--- config.mk ---
export PLATFORM = sky130hd
export DESIGN_NAME = microwave_timer_ctrl
export DESIGN_NICKNAME = d
export VERILOG_FILES = /design/src/rtl/microwave_pkg.sv /design/src/rtl/microwave_timer_ctrl_tick_gen.sv /design/src/rtl/microwave_timer_ctrl.sv
export SDC_FILE = /design/constraint.sdc
export NUM_CORES = 1
export LEC_CHECK = 0
export BUFFER_PORTS_ARGS = -buffer_cell sky130_fd_sc_hd__buf_2
export CAP_MARGIN = 20
export CORE_UTILIZATION = 61
export DETAILED_ROUTE_END_ITERATION = 12
export PLACE_DENSITY_LB_ADDON = 0.15
export SLEW_MARGIN = 20
export SYNTH_ARGS = -nofsm -noshare
export SYNTH_HDL_FRONTEND = slang
export SYNTH_HIERARCHICAL = 1
export SYNTH_SLANG_ARGS = --single-unit
export TNS_END_PERCENT = 30
--- constraint.sdc ---
create_clock -name clk -period 5.1 [get_ports clk]
set_clock_uncertainty 0.1 [all_clocks]
set_input_delay 0.765 -clock clk [delete_from_list [all_inputs] [get_ports clk]]
set_output_delay 0.765 -clock clk [all_outputs]
set_load 0.03 [all_outputs]
--- src/rtl/microwave_pkg.sv ---
// Shared definitions for the microwave front panel: FSM encoding, MM:SS limits
// and saturating time arithmetic helpers.
package microwave_pkg;

  typedef enum logic [1:0] {
    IDLE  = 2'd0,
    RUN   = 2'd1,
    PAUSE = 2'd2,
    DONE  = 2'd3
  } state_t;

  localparam int SEC_MAX = 59;
  localparam int TIME_W  = 6;

  // Add one minute, clamping at max_m; 7-bit intermediate catches overflow.
  function automatic logic [TIME_W-1:0] add_min(input logic [TIME_W-1:0] m,
                                                 input int max_m);
    logic [TIME_W:0] m7;
    m7 = {1'b0, m} + 7'd1;
    if (m7 > 7'(max_m)) m7 = 7'(max_m);
    return m7[TIME_W-1:0];
  endfunction

  // Add step seconds with carry into minutes; overflow past max_m pins the
  // display at max_m:59. Result is {min, sec}.
  function automatic logic [2*TIME_W-1:0] add_sec(input logic [TIME_W-1:0] m,
                                                  input logic [TIME_W-1:0] s,
                                                  input int step,
                                                  input int max_m);
    logic [TIME_W:0] m7;
    logic [TIME_W:0] s7;
    m7 = {1'b0, m};
    s7 = {1'b0, s} + 7'(step);
    if (s7 > 7'(SEC_MAX)) begin
      s7 = s7 - 7'd60;
      m7 = m7 + 7'd1;
    end
    if (m7 > 7'(max_m)) begin
      m7 = 7'(max_m);
      s7 = 7'(SEC_MAX);
    end
    return {m7[TIME_W-1:0], s7[TIME_W-1:0]};
  endfunction

endpackage

--- src/rtl/microwave_timer_ctrl_tick_gen.sv ---
// 1 Hz tick prescaler. Counts only while enabled; clr restarts the second so
// the first tick lands exactly TICK_DIV cycles after it.
module tick_gen #(
  parameter int TICK_DIV = 100_000_000
) (
  input  logic clk,
  input  logic rst,
  input  logic clr,
  input  logic en,
  output logic tick
);

  localparam int CW = (TICK_DIV > 1) ? $clog2(TICK_DIV) : 1;

  logic [CW-1:0] cnt_reg;
  logic          wrap;

  assign wrap = (cnt_reg == CW'(TICK_DIV - 1));
  assign tick = en && wrap;

  always_ff @(posedge clk or negedge rst) begin
    if (!rst) begin
      cnt_reg <= '0;
    end else if (clr) begin
      cnt_reg <= '0;
    end else if (en) begin
      cnt_reg <= wrap ? '0 : cnt_reg + 1'b1;
    end
  end

endmodule

--- src/rtl/microwave_timer_ctrl.sv ---
// Cook-timer sequencer: button/door handling, MM:SS hold and 1 Hz countdown,
// feeding fnd_controller (min/sec/done) and the heater enable (run).
module microwave_timer_ctrl
  import microwave_pkg::*;
#(
  parameter int TICK_DIV  = 100_000_000,
  parameter int SEC_STEP  = 10,
  parameter int QUICK_SEC = 30,
  parameter int DONE_SEC  = 3,
  parameter int MAX_MIN   = 59
) (
  input  logic              clk,
  input  logic              rst,
  input  logic              btn_start,
  input  logic              btn_stop,
  input  logic              btn_min,
  input  logic              btn_sec,
  input  logic              door_open,
  output logic [TIME_W-1:0] min,
  output logic [TIME_W-1:0] sec,
  output logic              run,
  output logic              done,
  output logic [1:0]        state
);

  localparam int DCW = (DONE_SEC > 1) ? $clog2(DONE_SEC + 1) : 1;
  localparam logic [TIME_W-1:0] QUICK_M = TIME_W'(QUICK_SEC / 60);
  localparam logic [TIME_W-1:0] QUICK_S = TIME_W'(QUICK_SEC % 60);

  state_t            state_reg, state_next;
  logic [TIME_W-1:0] min_reg, min_next;
  logic [TIME_W-1:0] sec_reg, sec_next;
  logic [DCW-1:0]    done_cnt_reg, done_cnt_next;
  logic              run_reg, done_reg;
  logic [TIME_W-1:0] run_min, run_sec;
  logic              tick, tick_clr, tick_en;
  logic              any_event;

  assign tick_en   = (state_reg == RUN) || (state_reg == DONE);
  assign tick_clr  = (state_next != state_reg) &&
                     ((state_next == RUN) || (state_next == DONE));
  assign any_event = door_open | btn_stop | btn_start | btn_min | btn_sec;

  tick_gen #(.TICK_DIV(TICK_DIV)) u_tick_gen (
    .clk  (clk),
    .rst  (rst),
    .clr  (tick_clr),
    .en   (tick_en),
    .tick (tick)
  );

  always_comb begin
    state_next    = state_reg;
    min_next      = min_reg;
    sec_next      = sec_reg;
    done_cnt_next = done_cnt_reg;
    run_min       = min_reg;
    run_sec       = sec_reg;
    case (state_reg)
      // In IDLE/PAUSE an open door only blocks start; time can still be edited.
      IDLE, PAUSE: begin
        if (btn_stop) begin
          state_next = IDLE;
          min_next   = '0;
          sec_next   = '0;
        end else if (btn_start) begin
          if (!door_open) begin
            state_next = RUN;
            if (min_reg == '0 && sec_reg == '0) begin
              min_next = QUICK_M;
              sec_next = QUICK_S;
            end
          end
        end else if (btn_min) begin
          min_next = add_min(min_reg, MAX_MIN);
        end else if (btn_sec) begin
          {min_next, sec_next} = add_sec(min_reg, sec_reg, SEC_STEP, MAX_MIN);
        end
      end
      RUN: begin
        if (door_open || btn_stop) begin
          state_next = PAUSE;
        end else begin
          if (btn_min && !btn_start) run_min = add_min(min_reg, MAX_MIN);
          if (tick) begin
            if (run_sec != '0) begin
              run_sec = run_sec - 6'd1;
            end else if (run_min != '0) begin
              run_sec = TIME_W'(SEC_MAX);
              run_min = run_min - 6'd1;
            end
          end
          min_next = run_min;
          sec_next = run_sec;
          if (run_min == '0 && run_sec == '0) begin
            state_next    = DONE;
            done_cnt_next = '0;
          end
        end
      end
      DONE: begin
        min_next = '0;
        sec_next = '0;
        if (any_event) begin
          state_next = IDLE;
        end else if (tick) begin
          if (done_cnt_reg == DCW'(DONE_SEC - 1)) state_next = IDLE;
          else done_cnt_next = done_cnt_reg + 1'b1;
        end
      end
      default: state_next = IDLE;
    endcase
  end

  // run/done are registered from the next state so they line up with state.
  always_ff @(posedge clk or negedge rst) begin
    if (!rst) begin
      state_reg    <= IDLE;
      min_reg      <= '0;
      sec_reg      <= '0;
      done_cnt_reg <= '0;
      run_reg      <= 1'b0;
      done_reg     <= 1'b0;
    end else begin
      state_reg    <= state_next;
      min_reg      <= min_next;
      sec_reg      <= sec_next;
      done_cnt_reg <= done_cnt_next;
      run_reg      <= (state_next == RUN);
      done_reg     <= (state_next == DONE);
    end
  end

  assign min   = min_reg;
  assign sec   = sec_reg;
  assign run   = run_reg;
  assign done  = done_reg;
  assign state = state_reg;

endmodule
After elaboration in Yosys (flattened, before gate mapping). Cells that the tools add are included.

Bits in registers: 45. Bits of input ports: 7. Word-level logic and storage cells: 118.

Add/sub/neg operators: 7. Order comparisons: 3. Equal/unequal tests: 18. Mux-type cells: 57. Bitwise operators: 4. Reduce and logical (&&, ||, !) cells: 22.

Operators by type and width (count): $mux 6 (31); $mux 27 (3); $mux 7 (6); $pmux 6 s3 (2); $add 27x1->27 const B (1); $eq 27x27->1 const B (1); $mux 2 (13); $logic_not 6->1 (4); $gt 7x6->1 const B (3); $ne 4x4->1 const B (4); $reduce_bool 6->1 (2); $sub 6x1->6 const B (2); $eq 2x2->1 const B (4); $ne 2x2->1 const B (4); $add 6x1->7 const B (1); $add 6x4->7 const B (1); $pmux 2 s3 (1); $reduce_and 6->1 (1); $sub 6x6->6 const B (1); $logic_and 1x1->1 (5); $ne 5x5->1 const B (1); $reduce_and 5->1 (1); $eq 2x1->1 const B (2); $or 1x1->1 (4); other kinds (10) (13).

Depth between registers and ports, before layout. Gate-level depths: netlist (run 1).

Depth in word-level cells: 21. Gate-level depth with buffers: 20. Depth with buffers taken out: 19.

Hierarchy. The synthesis (run 1) kept the hierarchy.

By module, submodules not included: microwave_timer_ctrl (instances 1, cells an instance 310, area each 2338.5 µm², sequential area each 450.4 µm²); tick_gen (instances 1, cells an instance 173, area each 1609.0 µm², sequential area each 675.6 µm²).

Least setup slack after synthesis (run 1). No wires, ideal clock.

Path kind: reg-to-reg. Start: reg min_reg[1], in the netlist min[1]. End: reg u_tick_gen.cnt_reg[20]. Setup time: 133 ps. Arrival time: 4587 ps. Path slack: 280 ps. Stages on the path, launching flop included: 20. Clock period less this slack: 4820 ps. Cells stage by stage: dfrtp_1 ha_1 clkbuf_1 a21boi_0 o221a_2 o22ai_2 o21ai_0 o31ai_1 ha_1 a21bo_2 a211oi_4 a21oi_1 nor4b_2 nand4_1 a21oi_1 nor2_1 nor4b_1 nand4_1 xor2_1 nor2_1.

Longest elaborated chain between the ends: 21. Elaborated cells between the ends (all ways): 31. Those cells by class: 2 x add/sub; 1 x order compare; 3 x eq/ne; 18 x mux; 7 x reduce/logical.

RTL lines: start: declaration (line microwave_timer_ctrl.sv:31) `logic [TIME_W-1:0] min_reg, min_next;`; start signal: assignment (line microwave_timer_ctrl.sv:126) `min_reg <= min_next;`; $add 6x1->7 (line microwave_pkg.sv:19) `m7 = {1'b0, m} + 7'd1;`; $gt 7x6->1 (line microwave_pkg.sv:20) `if (m7 > 7'(max_m)) m7 = 7'(max_m);`; $mux 6 (line microwave_pkg.sv:20); $mux 6 (*) (line microwave_timer_ctrl.sv:84) `if (btn_min && !btn_start) run_min = add_min(min_reg, MAX_MIN);`; $mux 6 (*) (line microwave_timer_ctrl.sv:81) `if (door_open || btn_stop) begin`; $mux 6 (*) (line microwave_timer_ctrl.sv:59) `case (state_reg)`; $sub 6x1->6 or $reduce_bool 6->1 (tied branches) (line microwave_timer_ctrl.sv:90, microwave_timer_ctrl.sv:88); $mux 6 (line microwave_timer_ctrl.sv:88) `end else if (run_min != '0) begin`; (+6 left out); $mux 2 (*) (line microwave_timer_ctrl.sv:95) `if (run_min == '0 && run_sec == '0) begin`; $mux 2 (*) (line microwave_timer_ctrl.sv:81); $pmux 2 s3 (*) (line microwave_timer_ctrl.sv:59); $eq 2x1->1 or $eq 2x2->1 (tied branches) (line microwave_timer_ctrl.sv:41) `((state_next == RUN) || (state_next == DONE));`; $logic_or 1x1->1 (line microwave_timer_ctrl.sv:41); $logic_and 1x1->1 (*) (line microwave_timer_ctrl.sv:40) `assign tick_clr = (state_next != state_reg) &&`; net tick_clr (line microwave_timer_ctrl.sv:36) `logic tick, tick_clr, tick_en;`; $mux 27 or $reduce_bool 2->1 (tied branches); end signal: assignment (line microwave_timer_ctrl_tick_gen.sv:27) `cnt_reg <= wrap ? '0 : cnt_reg + 1'b1;`; end: declaration (line microwave_timer_ctrl_tick_gen.sv:15) `logic [CW-1:0] cnt_reg;`.

The timed path passes the listed nets; every way through them passes the cells marked *. The select of a mux whose other input is x is not followed. A chain may end at the register's enable or synchronous reset.

Final worst setup path (run 1). Same ends and word-level chain as after synthesis.

==> run summary, run 1 <==
Crit path to = u_tick_gen/cnt_reg[20]
Via density = 6.874
Crit Path Class = reg -> reg
Fin crit share = 93.35%
Clk root buf = clkbuf_8
Clk pin slew, worst setup/hold paths = 0.09 ns
Cell Area, Synth = 3948 um^2
CP Data Arrival Time = 4.83 ns
WP data required = 5.17 ns
Die height = 82.45 um
Buffers added on ports = 22
CTS tree = done
Ant diodes = 0
Die Span X = 82.45 um
Main combinational cell family by area after synthesis = simple AND/OR/NAND/NOR gates
Fin crit period = 4.761 ns
Post-synth EDFFs = 0
Number of synthesized register bits = 45
Largest register FFs = 27
Distinct cells, synth = 87
Leak = 1.760 nW
Ys flop type = dfrtp_1
Post-Syn Nets = 504
Total track usage = 33.95%
I/O Pins = 23
Area contributors post-synth = dfrtp_1 29%, nand2_1 4.5%, ha_1 4.4%, a21oi_1 4.3%, xor2_1 3.8%
Maximum vdd drop = 0.2126 mV
CP startpoint = min[1]
Final #Nets = 516
Die ar. = 6797 um^2
Max Root-Sink Buffers = 2
Post-synthesis mux area share = 1.965%
XOR/XNOR Fraction of Synth Area = 5.325%
Clock Sinks = 45
Crit Reg-Reg Endpoint = u_tick_gen/cnt_reg[20]
Compound-gate portion of the synthesized area = 26.31%
Placed Instances = 562
Final Wtd Congestion = 0.9572
Simple-gate portion of the synthesized area = 28.37%
Skew-Pair Late Insertion Delay = 0.30 ns
P per Cell Area = 298.1 nW/um^2
R2r worst-path depth = 18
Layout fillers = 494
Worst setup EP type = flip-flop
First drt pass iteration count = 5
Routed len/inst = 18.94 um
CTS Hold Bufs = 0
Synth area leader = dfrtp_1
Non-Filler Instances = 571
DRC viols = 0
CP max FO = 11
Count leader, synth = nand2_1
Mapped Cells = 483
CTS buffer count = 5
CP max-delay cell = dfrtp_1
Maxcap violations = 0
Ys async rst share = 100.0%
Final wirelength = 10810 um
Slew Viols, Final = 0
Initial antenna violation count = 0
Top cells by count, synth = 47 x nand2_1, 45 x dfrtp_1, 37 x nor2_1
Area delta synth->final = 7.227%
Post-synth top area share = 28.53%
Area of the core = 6096 um^2
Setup_tns = 0 ns
Startpoint Class = flip-flop
Detail Placement HPWL = 7744 um
Seq/Total Area, Yosys = 28.53%
Syn Area/Cell = 8.173 um^2
RSZ-0062 raised after global routing = no
Final Hold Viols = 0
H-Tree Depth = 2
Synth Warn # = 6
CP max stage delay = 0.50 ns
Reg2reg start = min[1]
Post-Synth Adder-Cell Area = 4.437%
Congestion Overflow GR = 0
Via count of the first global-routing pass = 3666
Largest net degree at the start of global routing = 46
Row cnt = 28
Via count = 3925
Hold Crit Class = in -> async
Starting density of the core = 64.76%
Slew HR = 40.73%
Least-Margin Pin Slew = 0.8886 ns
Final number of setup-violating endpoints = 0
Share of cells above drive strength 1 = 15.32%
Flop2flop setup slack = 0.34 ns
First-pass GRT wire length = 17420 um
Maximum clock rate = 0.2100 GHz
DRT iter0 DRCs = 345
Status = complete, no violations
CP Cell Sequence = ha_1 > and3b_1 > o221a_2 > o22ai_2 > o21ai_0 > o31ai_1 > ha_1 > a21bo_2 > a211oi_4 > a21oi_1 > nor4b_2 > nand4_1 > a21oi_1 > nor2_1 > nor4b_2 > nand4_1 > xor2_1 > nor2_1
Antenna-violating nets left = 0
## final cells by class
type	instances	area [um^2]	area share, %
multi-input cells	392	2636	62.28
clock inverters	1	30.03	0.7094
inverters	18	67.56	1.596
well taps	75	93.84	2.217
clock buffers	7	86.33	2.040
repair buffers	33	192.7	4.552
flip-flops and latches	45	1126	26.60
## power by group
group	internal (mW)	switching, mW	total [mW]
Combinational	0.198	0.323	0.522
Clock	0.160	0.119	0.279
Sequential	0.387	0.0741	0.461
## cell usage in the layout, fill, tap and decap left out, types with 5 or more instances in the layout
cell type	count
a21oi_1	34
nand4_1	15
nor2b_1	8
dfrtp_1	45
or4_1	6
xnor2_1	7
xor2_1	17
a21boi_0	5
a31oi_1	12
ha_1	14
clkbuf_8	6
o21ai_0	21
or3_1	5
nand3_1	14
o21a_1	5
nor3_1	18
nand2_1	47
nor4_1	8
and2_1	6
a21o_1	5
nor2_1	37
inv_1	17
buf_2	22
buf_4	11
## critical path: cells and delay by family (launching register included)
kind / cells / cell delay [ns]
AO/OA/AOI/OAI: 8 / 1.82
XOR/XNOR: 1 / 0.16
adder cells (fa/ha/maj): 2 / 0.53
flip-flops: 1 / 0.50
AND/OR/NAND/NOR: 7 / 1.51
## what timing repair did
item / 4_1_cts / 5_1_grt
buffers inserted: 0 / 0
hold endpoints to repair: 0 / 0
endpoints found under the setup margin: 0 / 4
resized for setup: 0 / 2
## cells by family (layout without fill, tap and decap cells)
family | count (synthesis) | in the layout
AO/OA/AOI/OAI | 144 | 144
adder cells (fa/ha/maj) | 14 | 14
multiplexers | 7 | 7
XOR/XNOR | 24 | 24
buffers and inverters | 46 | 59
flip-flops | 45 | 45
AND/OR/NAND/NOR | 203 | 203
## worst min-delay path by stage
| stage | start | end | slack [ns] | depth (start not counted) |
|---|---|---|---|---|
| 2_1_floorplan | rst | done | 0.37 | 0 |
| 3_3_place_gp | u_tick_gen/cnt_reg[26] | u_tick_gen/cnt_reg[26] | 0.41 | 2 |
| 3_5_place_dp | u_tick_gen/cnt_reg[26] | u_tick_gen/cnt_reg[26] | 0.43 | 2 |
| 4_1_cts | u_tick_gen/cnt_reg[26] | u_tick_gen/cnt_reg[26] | 0.45 | 2 |
| 5_1_grt | rst | u_tick_gen/cnt_reg[6] | 0.40 | 1 |
| 6_report | rst | u_tick_gen/cnt_reg[4] | 0.35 | 1 |
## through the flow
stage          instance area [um^2]  total power [mW]  setup WS, ns  hold WS [ns]  util (%)
2_1_floorplan                  3948            0.8432        0.2800        0.3694         -
3_3_place_gp                   4094            0.9643        0.3622        0.4123     67.16
3_5_place_dp                   4094            0.9735        0.2212        0.4333     67.16
4_1_cts                        4210             1.251        0.1309        0.4523     69.07
5_1_grt                        4233             1.330       0.02194        0.4025     69.44
6_report                       4233             1.262        0.3389        0.3452     69.44
## layer usage
layer | track usage [%] | part of all wire, % | routed length, um | up-vias
met5 | 0 | 0 | 0 | -
met4 | 14.56 | 3.1 | 332 | 0
met3 | 4.286 | 6.3 | 686 | 33
met2 | 60.91 | 51 | 5517 | 197
met1 | 40.57 | 40 | 4277 | 1872
li1 | - | - | - | 1823
Note: power is estimated with default switching activity, not from simulation.
==> run 2: changes to the inputs <==
- CTS_BUF_LIST: not set -> sky130_fd_sc_hd__clkbuf_2
- SKIP_LAST_GASP: not set -> 1
==> run 2 against run 1 <==
Global-route usage shrank 0.21 points. Worst hold slack lost 0.15 ns. Via count shrank 0.69%. Count of clock-buffer cells in the layout shrank 1. Highest routed layer unchanged. Register-to-register slack gained 0.02 ns. Clock power shrank 31%. Final cell count is the same. Sequential power is essentially flat. Sequential share of layout area grew 0.41 points. Total power shrank 6.8%.
==> run summary, run 2 (synthesis gave the netlist of run 1 again) <==
Final Hold Viols = 0 (unchanged)
Maximum vdd drop = 0.2277 mV (was 0.2126 mV)
DRC viols = 0 (unchanged)
Ant diodes = 0 (unchanged)
First drt pass iteration count = 6 (was 5)
Status = complete, no violations (unchanged)
Starting density of the core = 64.76% (unchanged)
Die ar. = 6797 um^2 (unchanged)
Met2 usage = 59.50% (was 60.91%)
Largest register FFs = 27 (unchanged)
CP max stage delay = 0.63 ns (was 0.50 ns)
Final Wtd Congestion = 0.9572 (unchanged)
CTS Hold Bufs = 0 (unchanged)
Crit Path Class = reg -> reg (unchanged)
Grt peak-use layer = met2 (unchanged)
Row cnt = 28 (unchanged)
Fin crit period = 4.738 ns (was 4.761 ns)
Via density = 6.827 (was 6.874)
Initial antenna violation count = 0 (unchanged)
CP max FO = 13 (was 11)
Area delta synth->final = 5.705% (was 7.227%)
CTS tree = done (unchanged)
Congestion Overflow GR = 0 (unchanged)
Via count of the first global-routing pass = 3618 (was 3666)
H-Tree Depth = 2 (unchanged)
Die Span X = 82.45 um (unchanged)
Startpoint Class = flip-flop (unchanged)
DRT iter0 DRCs = 285 (was 345)
CP max-delay cell = dfrtp_1 (unchanged)
Antenna-violating nets left = 0 (unchanged)
Leading cell type in the layout, fill and taps excluded = nand2_1 (unchanged)
Maximum clock rate = 0.2110 GHz (was 0.2100 GHz)
Area of the core = 6096 um^2 (unchanged)
Total track usage = 33.74% (was 33.95%)
Worst setup EP type = flip-flop (unchanged)
Largest net degree at the start of global routing = 46 (unchanged)
Leak = 1.741 nW (was 1.760 nW)
Clock Sinks = 45 (unchanged)
Final #Nets = 516 (unchanged)
Clk pin slew, worst setup/hold paths = 0.22 ns (was 0.09 ns)
PnR Total Power = 1.176 mW (was 1.262 mW)
Worst path bufs/invs = 1 (was 0)
I/O Pins = 23 (unchanged)
CP Data Arrival Time = 4.93 ns (was 4.83 ns)
Routed len/inst = 18.67 um (was 18.94 um)
Skew-Pair Late Insertion Delay = 0.42 ns (was 0.30 ns)
Slew HR = 42.55% (was 40.73%)
Slew Viols, Final = 0 (unchanged)
Setup_tns = 0 ns (unchanged)
Least-Margin Pin Slew = 0.8613 ns (was 0.8886 ns)
Die height = 82.45 um (unchanged)
CP delay by family, top = compound AO/OA/AOI/OAI gates (unchanged)
Final wirelength = 10660 um (was 10810 um)
WP data required = 5.29 ns (was 5.17 ns)
Setup bufs post-CTS = 0 (unchanged)
Fin crit share = 92.91% (was 93.35%)
First-pass GRT wire length = 17250 um (was 17420 um)
Max Root-Sink Buffers = 2 (unchanged)
CTS buffer count = 5 (unchanged)
Layout fillers = 512 (was 494)
Buffers added on ports = 22 (unchanged)
P per Cell Area = 281.7 nW/um^2 (was 298.1 nW/um^2)
Share of cells above drive strength 1 = 15.52% (was 15.32%)
Via count = 3898 (was 3925)
Detail Placement HPWL = 7744 um (unchanged)
Maxcap violations = 0 (unchanged)
Clk root buf = clkbuf_2 (was clkbuf_8)
Grt met1 use = 40.69% (was 40.57%)
Final number of setup-violating endpoints = 0 (unchanged)
Grt met3 use = 4.396% (was 4.286%)
Commonest non-fill, non-tap cells in the layout = 47 x nand2_1, 44 x dfrtp_1, 37 x nor2_1 (was 47 x nand2_1, 45 x dfrtp_1, 37 x nor2_1)
CP Cell Sequence = and4_4 > a21boi_0 > o22ai_2 > o21ai_0 > o31ai_1 > ha_1 > a21bo_2 > a211oi_4 > a21oi_1 > nor4b_2 > nand4_1 > a21oi_1 > nor2_1 > nor4_1 > buf_4 > nand4_1 > xor2_1 > nor2_1 (was ha_1 > and3b_1 > o221a_2 > o22ai_2 > o21ai_0 > o31ai_1 > ha_1 > a21bo_2 > a211oi_4 > a21oi_1 > nor4b_2 > nand4_1 > a21oi_1 > nor2_1 > nor4b_2 > nand4_1 > xor2_1 > nor2_1)
Hold Crit Class = in -> async (unchanged)
RSZ-0062 raised after global routing = no (unchanged)
run 2: per-layer routing:
metal | part of all wire, % | up-vias
met3 | 5.8 | 38
met4 | 3.4 | 0
li1 | - | 1824
met5 | 0 | -
met2 | 50 | 175
met1 | 40 | 1861
run 2: area by class of cell:
type | count | area, um^2 | area share (%)
multi-input cells | 392 | 2628 | 62.97
flip-flops and latches | 45 | 1127 | 27.02
repair buffers | 33 | 192.7 | 4.618
well taps | 75 | 93.84 | 2.249
inverters | 18 | 67.56 | 1.619
clock inverters | 2 | 33.78 | 0.8096
clock buffers | 6 | 30.03 | 0.7196
run 2: what timing repair did:
item                       CTS  global route
gates resized for setup      0             2
setup endpoints to repair    0             4
hold endpoints to repair     0             0
run 2: final timing paths:
| path | startpoint | to | slack [ns] | depth (start not counted) |
|---|---|---|---|---|
| max | min[2] | u_tick_gen/cnt_reg[11] | 0.36 | 18 |
| min | rst | u_tick_gen/cnt_reg[6] | 0.19 | 1 |
| min reg2reg | u_tick_gen/cnt_reg[26] | u_tick_gen/cnt_reg[26] | 0.48 | 2 |
| min in group clk | u_tick_gen/cnt_reg[26] | u_tick_gen/cnt_reg[26] | 0.48 | 2 |
| max reg2reg | min[2] | u_tick_gen/cnt_reg[11] | 0.36 | 18 |
| max in group asynchronous | rst | min[1] | 4.30 | 1 |
run 2: per-stage QoR:
stage / std cells / setup WS, ns / util (%) / hold slack [ns] / instance area (um^2)
2_1_floorplan: 483 / 0.2800 / - / 0.3694 / 3948
3_3_place_gp: 562 / 0.3622 / 67.16 / 0.4123 / 4094
3_5_place_dp: 562 / 0.2212 / 67.16 / 0.4333 / 4094
4_1_cts: 570 / 0.1790 / 68.21 / 0.3900 / 4158
5_1_grt: 571 / 0.002312 / 68.45 / 0.2023 / 4173
6_report: 571 / 0.3617 / 68.45 / 0.1938 / 4173
run 2: worst register-to-register path, delay by kind of cell (launching register included):
family	cells	cell delay [ns]
AOI/OAI and AO/OA	8	1.87
xor gates and xnor gates	1	0.18
adders and majority gates	1	0.24
buffers and inverters	1	0.20
DFF	1	0.63
and+or+nand+nor	7	1.40
run 2: where the power goes:
group / total [mW] / internal (mW) / leakage (nW) / switching (mW)
Clock: 0.193 / 0.0836 / 0.0406 / 0.110
Combinational: 0.520 / 0.198 / 1.11 / 0.322
Sequential: 0.462 / 0.388 / 0.586 / 0.0741
Total: 1.18 / 0.670 / 1.74 / 0.506
